[src/rtl/uart_link_pkg.sv]
// Shared types for the UART link datapath blocks.
package uart_link_pkg;

    typedef enum logic {ARB_IDLE, ARB_GRANT} arb_state_t;

    localparam int UART_WIDTH = 8;

endpackage

[src/rtl/axis_tx_arbiter_rr_pick.sv]
// Round-robin picker: first asserted request scanning upward from ptr+1, wrapping.
// Latency: purely combinational.
// Backpressure: none; callers decide when the pick is used.
module rr_pick #(
    parameter int NUM_PORTS = 2,
    parameter int PTR_W     = $clog2(NUM_PORTS)
) (
    input  logic [NUM_PORTS-1:0] req,
    input  logic [PTR_W-1:0]     ptr,
    output logic [NUM_PORTS-1:0] onehot,
    output logic [PTR_W-1:0]     idx,
    output logic                 any
);

    int               p;
    logic [PTR_W-1:0] sel;

    always_comb begin
        onehot = '0;
        idx    = '0;
        any    = 1'b0;
        p      = 0;
        sel    = '0;
        // k = NUM_PORTS lands back on ptr itself, so the last owner is considered last
        for (int k = 1; k <= NUM_PORTS; k++) begin
            p   = (int'(ptr) + k) % NUM_PORTS;
            sel = PTR_W'(p);
            if (!any && req[sel]) begin
                any         = 1'b1;
                idx         = sel;
                onehot[sel] = 1'b1;
            end
        end
    end

endmodule

[src/rtl/axis_tx_arbiter.sv]
// Packet-granular round-robin arbiter sharing one AXI-Stream TX channel among requesters.
// Latency: 1 cycle to grant; accepted beats appear on m_axis one cycle later (output register).
// Backpressure: only the owner sees tready, high when the output register is empty or draining.
module axis_tx_arbiter
    import uart_link_pkg::*;
#(
    parameter int NUM_PORTS  = 2,
    parameter int DATA_WIDTH = UART_WIDTH,
    parameter int MAX_BEATS  = 256
) (
    input  logic                            clk,
    input  logic                            arst,
    input  logic [NUM_PORTS*DATA_WIDTH-1:0] s_axis_tdata,
    input  logic [NUM_PORTS-1:0]            s_axis_tvalid,
    input  logic [NUM_PORTS-1:0]            s_axis_tlast,
    output logic [NUM_PORTS-1:0]            s_axis_tready,
    output logic [DATA_WIDTH-1:0]           m_axis_tdata,
    output logic                            m_axis_tvalid,
    input  logic                            m_axis_tready,
    output logic                            m_axis_tlast,
    output logic [NUM_PORTS-1:0]            grant,
    output logic                            busy,
    output logic                            pkt_overflow
);

    localparam int PTR_W = $clog2(NUM_PORTS);
    localparam int CNT_W = $clog2(MAX_BEATS + 1);

    arb_state_t           state, state_nxt;
    logic [PTR_W-1:0]     rr_ptr, own_idx, pick_idx;
    logic [NUM_PORTS-1:0] pick_onehot;
    logic                 pick_any;
    logic [CNT_W-1:0]     beat_cnt;
    logic [DATA_WIDTH-1:0] s_dat [NUM_PORTS];
    logic                 out_free, accept, at_limit, pkt_done, trunc;

    for (genvar i = 0; i < NUM_PORTS; i++) begin : g_slice
        assign s_dat[i] = s_axis_tdata[i*DATA_WIDTH +: DATA_WIDTH];
    end

    rr_pick #(
        .NUM_PORTS (NUM_PORTS),
        .PTR_W     (PTR_W)
    ) u_pick (
        .req    (s_axis_tvalid),
        .ptr    (rr_ptr),
        .onehot (pick_onehot),
        .idx    (pick_idx),
        .any    (pick_any)
    );

    assign busy = (state == ARB_GRANT);

    always_ff @(posedge clk or posedge arst) begin
        if (arst) state <= ARB_IDLE;
        else      state <= state_nxt;
    end

    always_comb begin
        state_nxt     = state;
        s_axis_tready = '0;
        accept        = 1'b0;
        pkt_done      = 1'b0;
        trunc         = 1'b0;
        out_free      = !m_axis_tvalid || m_axis_tready;
        at_limit      = (beat_cnt == CNT_W'(MAX_BEATS - 1));
        case (state)
            ARB_IDLE: begin
                if (pick_any) state_nxt = ARB_GRANT;
            end
            ARB_GRANT: begin
                s_axis_tready[own_idx] = out_free;
                accept   = out_free && s_axis_tvalid[own_idx];
                pkt_done = accept && (s_axis_tlast[own_idx] || at_limit);
                trunc    = accept && at_limit && !s_axis_tlast[own_idx];
                if (pkt_done) state_nxt = ARB_IDLE;
            end
            default: state_nxt = ARB_IDLE;
        endcase
    end

    always_ff @(posedge clk or posedge arst) begin
        if (arst) begin
            rr_ptr        <= PTR_W'(NUM_PORTS - 1);
            own_idx       <= '0;
            grant         <= '0;
            beat_cnt      <= '0;
            m_axis_tvalid <= 1'b0;
            m_axis_tlast  <= 1'b0;
            m_axis_tdata  <= '0;
            pkt_overflow  <= 1'b0;
        end else begin
            if (state == ARB_IDLE && pick_any) begin
                grant    <= pick_onehot;
                own_idx  <= pick_idx;
                beat_cnt <= '0;
            end
            if (accept) begin
                m_axis_tdata  <= s_dat[own_idx];
                // a packet cut at the beat limit is closed here; the rest re-arbitrates
                m_axis_tlast  <= s_axis_tlast[own_idx] || at_limit;
                m_axis_tvalid <= 1'b1;
                beat_cnt      <= beat_cnt + CNT_W'(1);
            end else if (m_axis_tready) begin
                m_axis_tvalid <= 1'b0;
            end
            if (pkt_done) begin
                rr_ptr <= own_idx;
                grant  <= '0;
            end
            if (trunc) pkt_overflow <= 1'b1;
        end
    end

endmodule

[config.mk]
export PLATFORM = sky130hd
export DESIGN_NAME = axis_tx_arbiter
export DESIGN_NICKNAME = d
export VERILOG_FILES = /design/src/rtl/uart_link_pkg.sv /design/src/rtl/axis_tx_arbiter_rr_pick.sv /design/src/rtl/axis_tx_arbiter.sv
export SDC_FILE = /design/constraint.sdc
export NUM_CORES = 1
export LEC_CHECK = 0
export BUFFER_PORTS_ARGS = -buffer_cell sky130_fd_sc_hd__buf_2
export CAP_MARGIN = 20
export CELL_PAD_IN_SITES_DETAIL_PLACEMENT = 1
export CELL_PAD_IN_SITES_GLOBAL_PLACEMENT = 1
export CORE_UTILIZATION = 33
export CTS_CLUSTER_SIZE = 8
export DETAILED_ROUTE_END_ITERATION = 10
export PLACE_DENSITY = 0.75
export SYNTH_ARGS = -nofsm -noshare
export SYNTH_HDL_FRONTEND = slang
export SYNTH_SLANG_ARGS = --single-unit
[constraint.sdc]
create_clock -name clk -period 1.72 [get_ports clk]
set_input_delay 0.258 -clock clk [delete_from_list [all_inputs] [get_ports clk]]
set_output_delay 0.258 -clock clk [all_outputs]
set_load 0.02 [all_outputs]
# Yosys cells after proc, flatten, opt, wreduce, memory -nomap -nowiden
# Index checks and enable logic that the tools add are counted.
[word_totals] register_bits=25 input_bits=23 output_inout_bits=16
[op_classes] n_addsub=3 magnitude_cmp=7 eq_ne=1 mux=36 bitwise_logic=4 reduce_logical=17
[ops] op="8-bit two-way mux" count=3
[ops] op="1-bit two-way mux" count=22
[ops] op="9-bit two-way mux" count=2
[ops] op="2-bit two-way mux" count=5
[ops] op="9-bit by 1-bit adder with 9-bit output, second input constant" count=1
[ops] op="9-bit by 8-bit equality test with 1-bit output, second input constant" count=1
[ops] op="1-bit logical AND" count=9
[ops] op="1-bit by 2-bit < comparator with 1-bit output, second input constant" count=3
[ops] op="2-bit nonzero test" count=3
[ops] op="1-bit demux with 1-bit select" count=3
[ops] op="1-bit greater-or-equal comparator, second input constant" count=3
[ops] op="1-bit zero test" count=3
[ops] op="1-bit adder, second input constant" count=2
[ops] op="2-bit bitwise AND" count=1
[ops] op="2-bit greater-or-equal comparator, second input constant" count=1
[ops] op="1-bit logical OR" count=2
[ops] op="1-bit inverter with 2-bit output" count=1
[ops] op="2-bit bitwise OR" count=1
[ops] op="1-bit case mux with 2 select lines" count=1
[ops] op="1-bit inverter" count=1

# Longest topological paths before layout
[logic_depth] word_depth=10 ltp_mapped=9 ltp_nobuf=9

# Hierarchy
# From an unflattened synthesis, not the netlist that was laid out.
[unflattened] cells_unflattened=120 hier_area_um2=1265.0
[modules_own_cells] module="axis_tx_arbiter" instances=1 cells_each=115 area_each_um2=1232.4
[modules_own_cells] module="rr_pick" instances=1 cells_each=5 area_each_um2=32.5

# Worst setup path before layout
# No wires, ideal clock.
[synth_path] path_kind="register to register" from="reg beat_cnt[0]" to="reg rr_ptr" arrival_time_ns=1.645 required_time_ns=1.638 slack_ns=-0.007 stages_incl_launch_ff=10 period_less_slack_ns=1.727 cell_sequence="dfrtp_1 -> ha_1 -> nand3_1 -> nor2_1 -> and3_1 -> ha_1 -> inv_1 -> nand2_1 -> nand2_1 -> mux2_2"
[synth_via] elab_chain_len=4
[synth_lines] item="start: declaration" line="axis_tx_arbiter.sv:33" source="logic [CNT_W-1:0] beat_cnt;"
[synth_lines] item="start signal: assignment" line="axis_tx_arbiter.sv:103" source="beat_cnt <= beat_cnt + CNT_W'(1);"
[synth_lines] item="9-bit by 8-bit equality test with 1-bit output" line="axis_tx_arbiter.sv:66" source="at_limit = (beat_cnt == CNT_W'(MAX_BEATS - 1));"
[synth_lines] item="1-bit logical OR" line="axis_tx_arbiter.sv:74" source="pkt_done = accept && (s_axis_tlast[own_idx] || at_limit);"
[synth_lines] item="1-bit logical AND" line="axis_tx_arbiter.sv:74"
[synth_lines] item="1-bit two-way mux" line="axis_tx_arbiter.sv:67" source="case (state)"
[synth_lines] item="end signal: assignment" line="axis_tx_arbiter.sv:84" source="rr_ptr <= PTR_W'(NUM_PORTS - 1);"
[synth_lines] item="end signal: assignment" line="axis_tx_arbiter.sv:108" source="rr_ptr <= own_idx;"
[synth_lines] item="end: declaration" line="axis_tx_arbiter.sv:30" source="logic [PTR_W-1:0] rr_ptr, own_idx, pick_idx;"
# Every way passes these cells.
# A chain may end at the register's enable or synchronous reset.

# Worst setup path in the final report
[layout_path] from="reg beat_cnt[1]" to="reg rr_ptr"
# Same word-level chain as after synthesis.

==> impl_results.md <==
- Pin count of the biggest net entering global routing: 26
- Layout Cells excl Fill: 222
- Vias/cell: ~5
- Most frequent cells in the layout: buf_2, dfrtp_1, nand2_1
- Port-buffer cells: 38
- Period utilization: 96.4%
- Worst-case hold slack: 0.0252 ns
- Cell taking the most area after synthesis: dfrtp_1
- Initial Utilization: 35.6%
- Sum Neg Setup Slack: 0 ns
- Mux cell area share after synthesis: 10.7%
- Clk sinks: 25
- Peak supply drop: 0.000692 V
- Overall global routing resource usage: 17.0%
- Sequential share of the synthesized area: 51.2%
- F_max: 0.603 GHz
- Mapped Cells: 121
- Leak Pwr: 0.858 nW
- Core Footprint: 0.00344 sq mm
- Worst setup SP type: register
- Detailed Route Iter0 Violations: 46
- Slew HR: 57.3%
- Synth Flop Type: dfrtp_1
- Simple-gate share of the synthesized area: between 15 and 20%
- CTS tree: yes
- Compound-Gate Fraction of Synth Area: 12.2%
- H-tree depth: 1
- Area delta synth->final: 34.5%
- CP arrival: between 1.5 and 2 ns
- Power share of the combinational group: 51.2%
- Total gr overflow: 0
- Placed cell count: 215
- Max-cap violations: 0
- RSZ-0062 raised after global routing: true
- Root Buffer: clkbuf_8
- Number of hold violations in the final report: 0
- Final setup margin: between 0.06 and 0.07 ns
- Setup violators final: 0
- First-pass DRT Iterations: 4
- Slowest-stage cell, CP: dfrtp_1
- CP Data Required Time: 1.92 ns
- Io pins: 39
- Number of enable flip-flop cells after synthesis: 0
- Tot Pwr: between 2 and 3 mW
- Switching share of total power: 41.8%
- Via count of the first global-routing pass: roughly 1.1k
- Slew @ Worst Pin: 0.637 ns
- Placed cell area: approximately 0.0016 sq mm
- First-pass GRT wire length: a little over 5000 um
- Initial antenna violation count: 0
- Syn Std Cell Area: 0.00122 sq mm
- Die ar.: 0.00396 sq mm
- Maximum clock path buffer count: 2
- Final WL: 3190 um
- Commonest non-fill, non-tap cell in the layout: buf_2
- Count of state elements after synthesis: 25
- Final Critical Period: 1.66 ns
- Detailed Place HPWL: 2390 um
- Slew Limit Fails: 0
- Final core occ: 47.8%
- Share of layout cells above drive strength 1: 42.0%
- Fin area: ~0.0016 sq mm
- Wire length per cell: 14.4 um
- CTS buffer count: 3
- Mean Syn Cell Area: slightly above 10 sq um
- CTS clk-pin slew, worst paths: around 0.090 ns
- Worst-path fanout max: 3
- Status: complete, no violations
- Post-Synth XOR/XNOR Area: 0%
- Die Height: 62.9 um
- Cell Int Power: between 1.5 and 2 mW
- Worst skew pair latency: around 0.27 ns
- Detailed-route DRC error count: 0
- PwrDens: approximately 1600 mW/mm^2
- Clk_skew: 0.00140 ns
- Syn_nets: 146
- Min-Delay Path Class: input pin to async pin
- ANT nets after route: 0
- Endpoint class of the critical path: register
- Top-area cell type share of the netlist area: 49.1%
- Cell Chain, Critical Path: ha_2 -> nand3_2 -> nor2_2 -> and3_1 -> ha_2 -> inv_2 -> nand2_2 -> nand2_2 -> mux2_4
- Pre-CTS WS: -0.0505 ns
- RePlAce Congestion: 0.765
- Clock power frac: 12.8%
- Via count: 1079
- WS Path Type: register to register
- Largest family of logic cells by synthesized area: simple AND/OR/NAND/NOR gates
- Net switching power: 1.13 mW
- Antenna Cells: 0
- Netlist cell types: 30
- Area contributors post-synth: dfrtp_1, mux2i_1, nand2_1
- Slowest stage delay, CP: 0.41 ns
- Die W: 62.9 um
- Synth Area in Adders: 2.04%
- Ys Warns: 0
- Fillcell total: 420
- FP Rows: 21
- Ys async rst share: 100%
- Register share of total power: between 30% and 40%
- Nets: 202
==> registers in the layout, indices dropped and copies added (netlist names) <==
signal	flops
m_axis_tvalid	1
own_idx	1
grant	2
pkt_overflow	1
m_axis_tdata	8
beat_cnt	9
rr_ptr	1
busy	1
m_axis_tlast	1
==> power by group through the flow <==
stage / clock network, mW / logic, mW / registers [mW]
3_3_place_gp: 0 / 1.27 / 0.962
3_5_place_dp: 0 / 1.33 / 0.971
5_1_grt: 0.386 / 1.52 / 0.998
4_1_cts: 0.358 / 1.35 / 0.969
2_1_floorplan: 0 / 0.672 / 1.14
6_report: 0.346 / 1.38 / 0.968
==> final cells by class <==
cell class | count | area (sq um) | area share [%]
Clock buffer | 3 | 41.3 | 2.51
Sequential cell | 25 | 627 | 38.1
Inverter | 4 | 15.0 | 0.913
Multi-Input combinational cell | 86 | 567 | 34.4
Tap cell | 46 | 57.6 | 3.50
Timing Repair Buffer | 57 | 333 | 20.2
Clock inverter | 1 | 5.00 | 0.304
==> critical path: cells and delay by family, from the launching register on <==
kind          cells  cell delay (ns)
fa+ha+maj         2             0.39
flops             1             0.41
mux               1             0.30
buf+inv           1             0.06
simple gates      5             0.44
==> cell families after synthesis <==
logic type,after synthesis
AND/OR/NAND/NOR,48
flip-flops,25
AO/OA/AOI/OAI,23
multiplexers,13
buffers and inverters,10
adder cells (fa/ha/maj),2
==> Yosys cell counts, drive strengths merged, types with 2 or more instances <==
cell type and number:
and3 4, inv 4, nor3 4, nor2 3
dfrtp 24, buf 3, nand2b 2, nand3 7
o21ai 11, ha 2, clkbuf 3, mux2i 12
nand2 24, a21oi 4
==> layer usage <==
layer	GRT usage, %	routed length (um)
met5	0	0
met4	4.65	19
met3	4.93	159
met2	29.7	1680
met1	19.9	1330
==> repair_timing <==
action / in CTS / in global routing
pin swaps: 0 / 5
endpoints found under the setup margin: 6 / 3
hold endpoints to repair: 0 / 0
hold buffers: 0 / 0
gates resized for setup: 3 / 5
buffers inserted: 0 / 3
==> final timing paths <==
check	slack, ns	cells after the start	startpoint	to
max	0.06	9	beat_cnt[1]$_DFFE_PP0P_	rr_ptr$_DFFE_PP1P_
min reg2reg	0.47	1	pkt_overflow$_DFFE_PP0P_	pkt_overflow$_DFFE_PP0P_
max reg2reg	0.06	9	beat_cnt[1]$_DFFE_PP0P_	rr_ptr$_DFFE_PP1P_
min in group clk	0.27	3	m_axis_tready	m_axis_tvalid$_DFFE_PP0P_
min	0.03	3	arst	m_axis_tdata[1]$_DFFE_PP0P_
max in group asynchronous	1.40	3	arst	rr_ptr$_DFFE_PP1P_
(Power assumes the default switching activity.)
